### src/rtl/card_dealer_if.sv
// rtl/card_dealer_if.sv - deal request, random nibble and hand signals of the card dealer
//
// Purpose: bundles the game-side and generator-side signals of card_dealer.
// Signals:
//   deal           request a new hand (driven by the game logic)
//   rand_in[3:0]   current nibble from the random generator
//   rand_en        advance enable back to the generator
//   card0..card3   dealt hand, card0 is the first accepted value
//   valid          hand complete and legal (level)
//   busy           dealer is drawing samples
//   err            last deal timed out (level)
// Modports: master = game logic / generator side, slave = dealer side.
interface card_dealer_if;
   logic       deal;
   logic [3:0] rand_in;
   logic       rand_en;
   logic [3:0] card0;
   logic [3:0] card1;
   logic [3:0] card2;
   logic [3:0] card3;
   logic       valid;
   logic       busy;
   logic       err;

   modport master (
      output deal, rand_in,
      input  rand_en, card0, card1, card2, card3, valid, busy, err
   );

   modport slave (
      input  deal, rand_in,
      output rand_en, card0, card1, card2, card3, valid, busy, err
   );
endinterface

### src/rtl/card_dealer.sv
// rtl/card_dealer.sv - rejection-samples a nibble stream into a four-card hand
//
// Purpose: on a deal request, enables the random source and keeps every
// nibble in 1..MAX_VALUE as the next card until four cards are held. If the
// hand is not complete after MAX_TRIES samples the deal ends with err set.
// Ports:
//   clk   system clock, all state on the rising edge
//   rst   asynchronous active-high reset
//   bus   card_dealer_if.slave (deal, rand_in in; rand_en, cards, valid,
//         busy, err out)
// Parameters:
//   MAX_VALUE  largest legal card value (1..15)
//   MAX_TRIES  samples allowed per deal before err (4..255)
module card_dealer #(
   parameter int MAX_VALUE = 9,
   parameter int MAX_TRIES = 64
) (
   input  logic                clk,
   input  logic                rst,
   card_dealer_if.slave        bus
);

   localparam logic [3:0] MAX_V   = 4'(MAX_VALUE);
   localparam logic [8:0] TRY_LIM = 9'(MAX_TRIES);

   typedef enum logic {IDLE, DRAW} state_t;

   state_t     state_q, state_d;
   logic [3:0] card_q [4];
   logic [3:0] card_d [4];
   logic       valid_q, valid_d;
   logic       err_q, err_d;
   logic [2:0] acc_q, acc_d;
   logic [7:0] try_q, try_d;

   logic       accept;
   logic [8:0] try_next;

   always_comb begin
      state_d  = state_q;
      card_d   = card_q;
      valid_d  = valid_q;
      err_d    = err_q;
      acc_d    = acc_q;
      try_d    = try_q;
      accept   = (bus.rand_in != 4'd0) && (bus.rand_in <= MAX_V);
      // One bit wider than the counter so the limit compare cannot alias.
      try_next = {1'b0, try_q} + 9'd1;

      case (state_q)
         IDLE: begin
            if (bus.deal) begin
               state_d = DRAW;
               card_d  = '{default: 4'd0};
               valid_d = 1'b0;
               err_d   = 1'b0;
               acc_d   = 3'd0;
               try_d   = 8'd0;
            end
         end
         DRAW: begin
            try_d = try_next[7:0];
            if (accept) begin
               // acc_q never exceeds 3 while drawing, so two bits index the hand.
               card_d[acc_q[1:0]] = bus.rand_in;
               acc_d              = acc_q + 3'd1;
            end
            // Completion is tested first so a 4th accept on the last allowed
            // sample still yields a valid hand.
            if (accept && (acc_q == 3'd3)) begin
               state_d = IDLE;
               valid_d = 1'b1;
            end else if (try_next == TRY_LIM) begin
               state_d = IDLE;
               err_d   = 1'b1;
            end
         end
         default: state_d = IDLE;
      endcase
   end

   always_ff @(posedge clk or posedge rst) begin
      if (rst) begin
         state_q <= IDLE;
         card_q  <= '{default: 4'd0};
         valid_q <= 1'b0;
         err_q   <= 1'b0;
         acc_q   <= 3'd0;
         try_q   <= 8'd0;
      end else begin
         state_q <= state_d;
         card_q  <= card_d;
         valid_q <= valid_d;
         err_q   <= err_d;
         acc_q   <= acc_d;
         try_q   <= try_d;
      end
   end

   assign bus.rand_en = (state_q == DRAW);
   assign bus.busy    = (state_q == DRAW);
   assign bus.card0   = card_q[0];
   assign bus.card1   = card_q[1];
   assign bus.card2   = card_q[2];
   assign bus.card3   = card_q[3];
   assign bus.valid   = valid_q;
   assign bus.err     = err_q;

endmodule

### src/flat_wrapper.sv
// flat-port wrapper written by rule: the top's interface ports become plain ports
module card_dealer_flat 
#(
   parameter int MAX_VALUE = 9,
   parameter int MAX_TRIES = 64
)
  (clk, rst, bus_deal, bus_rand_in, bus_rand_en, bus_card0, bus_card1, bus_card2, bus_card3, bus_valid, bus_busy, bus_err);
  card_dealer_if bus_i ();
  input  logic clk;
  input  logic rst;
  input wire logic [$bits(bus_i.deal)-1:0] bus_deal;
  input wire logic [$bits(bus_i.rand_in)-1:0] bus_rand_in;
  output wire logic [$bits(bus_i.rand_en)-1:0] bus_rand_en;
  output wire logic [$bits(bus_i.card0)-1:0] bus_card0;
  output wire logic [$bits(bus_i.card1)-1:0] bus_card1;
  output wire logic [$bits(bus_i.card2)-1:0] bus_card2;
  output wire logic [$bits(bus_i.card3)-1:0] bus_card3;
  output wire logic [$bits(bus_i.valid)-1:0] bus_valid;
  output wire logic [$bits(bus_i.busy)-1:0] bus_busy;
  output wire logic [$bits(bus_i.err)-1:0] bus_err;
  assign bus_i.deal = bus_deal;
  assign bus_i.rand_in = bus_rand_in;
  assign bus_rand_en = bus_i.rand_en;
  assign bus_card0 = bus_i.card0;
  assign bus_card1 = bus_i.card1;
  assign bus_card2 = bus_i.card2;
  assign bus_card3 = bus_i.card3;
  assign bus_valid = bus_i.valid;
  assign bus_busy = bus_i.busy;
  assign bus_err = bus_i.err;
  card_dealer #(.MAX_VALUE(MAX_VALUE), .MAX_TRIES(MAX_TRIES)) u_core (.clk(clk), .rst(rst), .bus(bus_i));
endmodule
### config.mk
export PLATFORM = sky130hd
export DESIGN_NAME = card_dealer_flat
export DESIGN_NICKNAME = d
export VERILOG_FILES = /design/src/rtl/card_dealer_if.sv /design/src/rtl/card_dealer.sv /design/src/flat_wrapper.sv
export SDC_FILE = /design/constraint.sdc
export NUM_CORES = 1
export LEC_CHECK = 0
export CORE_UTILIZATION = 32
export DETAILED_ROUTE_END_ITERATION = 8
export PLACE_DENSITY = 0.6
export SKIP_LAST_GASP = 1
export SYNTH_ARGS = -nofsm -noshare
export SYNTH_HDL_FRONTEND = slang
export SYNTH_SLANG_ARGS = --single-unit
### constraint.sdc
create_clock -name clk -period 3.45 [get_ports clk]
set_clock_uncertainty 0.2 [all_clocks]
set_input_delay 0.69 -clock clk [delete_from_list [all_inputs] [get_ports clk]]
set_output_delay 0.69 -clock clk [all_outputs]
set_load 0.02 [all_outputs]
==> results.py <==
metrics = {
    "run_status": {
        "outcome": "completed",
    },
    "timing": {
        "slew_headroom_pct": 49.3,
        "finalSetupTns_ns": 0,
        "hold_violations": 0,
        "setup_ws_ns": 0.754,
        "max_freq_ghz": 0.371,
        "min_period_over_period_pct": 78.1,
        "max_slew.worst_pin.slew_ns": 0.761,
        "hold_slack_ns": 0.299,
        "setup_viol": 0,
        "slew_viol_final": 0,
        "rsz0062_at_grt": "no",
        "fin_crit_ns": 2.70,
    },
    "placement": {
        "dp_slack_ns": 0.485,
        "dp.cells": 203,
        "dp_hpwl_um": 2170,
        "gp_congestion": 0.780,
        "io_buffers": 26,
    },
    "clock_tree": {
        "cts_buffers": 5,
        "cts_max_level": 2,
        "clk_pin_slew_ns": 0.06,
        "ctsLongestPathBuffers": 2,
        "postCtsSetupBuffers": 0,
        "clockRootBuffer": "clkbuf_8",
        "tritoncts": "built",
        "clock_latency_ns": 0.28,
        "cts_resized": 0,
        "cts_hold_buf": 0,
        "clock-sinks": 30,
    },
    "yosys": {
        "synth_warnings": 0,
        "synthMuxAreaShare_pct": 2.12,
        "yosys-top-cells-area": "dfrtp_1, a31o_1, and3_1",
        "synth_area_leader_cell": "dfrtp_1",
        "synthCells": 132,
        "synth_fp_nets": 145,
        "netlist_area_mm2": 0.00148,
        "synth.avg_cell_area_um2": 11.2,
        "synth_seq_cells": 30,
        "netlist.area_leader.share_pct": 50.9,
        "synth_top_family_by_area": "compound AO/OA/AOI/OAI gates",
        "synth.distinct_cells": 30,
        "seq_area_frac_synth_pct": 50.9,
        "synth-compound-area-share_pct": 17.3,
        "synth_fa_ha_area_share_pct": 5.09,
        "synth-xor-area-share_pct": 3.56,
        "yosys.area_share.simple_pct": 15.7,
    },
    "die": {
        "dieWidth_um": 69.9,
        "die_h_um": 69.9,
        "rows": 24,
        "die_area_mm2": 0.00489,
        "core_area_mm2": 0.00438,
        "ios": 27,
        "start_util_pct": 33.6,
    },
    "worst_setup_path": {
        "criticalPathCategory": "primary input to register",
        "reg2reg_slack_ns": 1.28,
        "rr_endpoint": "u_core.bus.card3[3]",
        "r2r-start": "u_core.bus.busy",
        "worst-r2r-cell-count": 3,
        "end_kind": "register",
        "worst-endpoint-required_ns": 3.42,
        "worstPathArrival_ns": 2.67,
        "cp_max_fo": 25,
        "crit_path_start_kind": "primary input",
    },
    "final_layout": {
        "fin_nets": 171,
        "syn2layout_area_growth_pct": 24.9,
        "antennaDiodeCount": 0,
        "layout_common_cells": "dfrtp_1, clkdlybuf4s50_1, and3_1",
        "fin_cells": 211,
        "drive_above_1_share_pct": 11.9,
        "layout_commonest_cell": "dfrtp_1",
    },
    "routing": {
        "wl_um": 3080,
        "dr.pass1.iters": 4,
        "vias_per_cell": 5.30,
        "detail-route-antenna-nets": 0,
        "drt_iter0_drc": 113,
        "drc": 0,
        "vias": 1118,
        "wire_per_inst_um": 14.6,
    },
    "hold_path": {
        "hold_path_class": "register to register",
        "holdPathStages": 1,
        "hold_start": "u_core.bus.card3[2]",
        "hold_end": "u_core.bus.card3[2]",
    },
    "pwr": {
        "p_leak_nw": 0.881,
        "power.density_mw_per_mm2": 879,
        "total_power_mw": 1.62,
        "ir_worst_vdd_v": 0.000365,
    },
    "global_routing": {
        "grt_first_pass_wirelength_um": 5220,
        "grt_max_degree": 31,
        "antenna_found_initial": 0,
        "track_usage_pct": 13.7,
        "overflow": 0,
        "grt_pass1_vias": 1128,
    },
    "run": {
        "cap_violations": 0,
    },
}
==> stage by stage <==
stage | area [um2] | utilization [%]
floorplan | 1480 | -
global placement | 1750 | 40.0
detailed placement | 1750 | 40.0
CTS | 1840 | 42.0
global route | 1840 | 42.0
finish | 1840 | 42.0
==> area by class of cell <==
type / count / area [um2]
clock buffers: 7 / 86.3
clock inverters: 1 / 5.00
fillers: 417 / 2540
inverters: 6 / 22.5
multi-input cells: 88 / 646
flip-flops and latches: 30 / 751
well taps: 52 / 65.1
repair buffers: 27 / 268
==> layer usage <==
layer	global-route usage (%)	routed length, um	vias up
met5	0	0	-
met4	6.67	14	0
met3	3.75	143	2
met2	22.1	1460	30
met1	16.8	1470	552
li1	-	-	534
==> Yosys cell counts <==
master and n:
o31ai_1 1, nand4_1 1, o21ai_0 3, xnor2_1 4
mux2i_1 2, or4_1 1, a21oi_1 1, ha_1 6
nor3_1 2, a211oi_1 1, nand2b_1 1, and4b_1 1
buf_6 3, xor2_1 2, and3_2 5, a31o_2 5
nand2_1 11, dfrtp_1 30, inv_1 6, mux2_2 1
a211o_1 1, nand3_1 4, a31o_1 11, nor2_1 3
clkbuf_1 4, and3_1 12, or3_1 1, buf_4 1
a32o_1 1, a22o_1 7
==> worst max-delay path: stages <==
cell and delay, ns:
clkdlybuf4s50_1 0.49, or4_1 0.55, and3_1 0.41, and3_2 0.33
a31o_2 0.20
==> state kept, by name (all words and copies together), names as in the netlist <==
name	count
u_core.bus.card1	4
u_core.acc_q	3
u_core.bus.card2	4
u_core.bus.err	1
u_core.bus.busy	1
u_core.try_q	8
u_core.bus.card3	4
u_core.bus.valid	1
u_core.bus.card0	4
==> worst max path at each step <==
stage                              start             endpoint  slack, ns  cells after the start
after detailed placement  bus_rand_in[1]  u_core.bus.card3[3]       0.48                      5
after CTS                 bus_rand_in[1]  u_core.bus.card3[3]       0.78                      5
after floorplan           bus_rand_in[0]  u_core.bus.card0[0]       1.15                      6
final                     bus_rand_in[1]  u_core.bus.card2[3]       0.75                      5
after global routing      bus_rand_in[1]  u_core.bus.card1[3]       0.64                      5
after global placement    bus_rand_in[3]  u_core.bus.card0[3]       0.51                      5
==> power by group <==
part	switching, mW	internal (mW)	total (mW)
Combinational	0.354	0.360	0.714
Sequential	0.125	0.492	0.617
Clock	0.128	0.161	0.289
Total	0.607	1.01	1.62
==> kinds of logic (layout without fill, tap and decap cells) <==
| logic type | after synthesis | in the layout |
|---|---|---|
| AND/OR/NAND/NOR | 42 | 42 |
| AO/OA/AOI/OAI | 31 | 31 |
| flip-flops | 30 | 30 |
| buffers and inverters | 14 | 41 |
| adder cells (fa/ha/maj) | 6 | 6 |
| XOR/XNOR | 6 | 6 |
| multiplexers | 3 | 3 |
No activity file was read; power rests on OpenSTA's default activity.
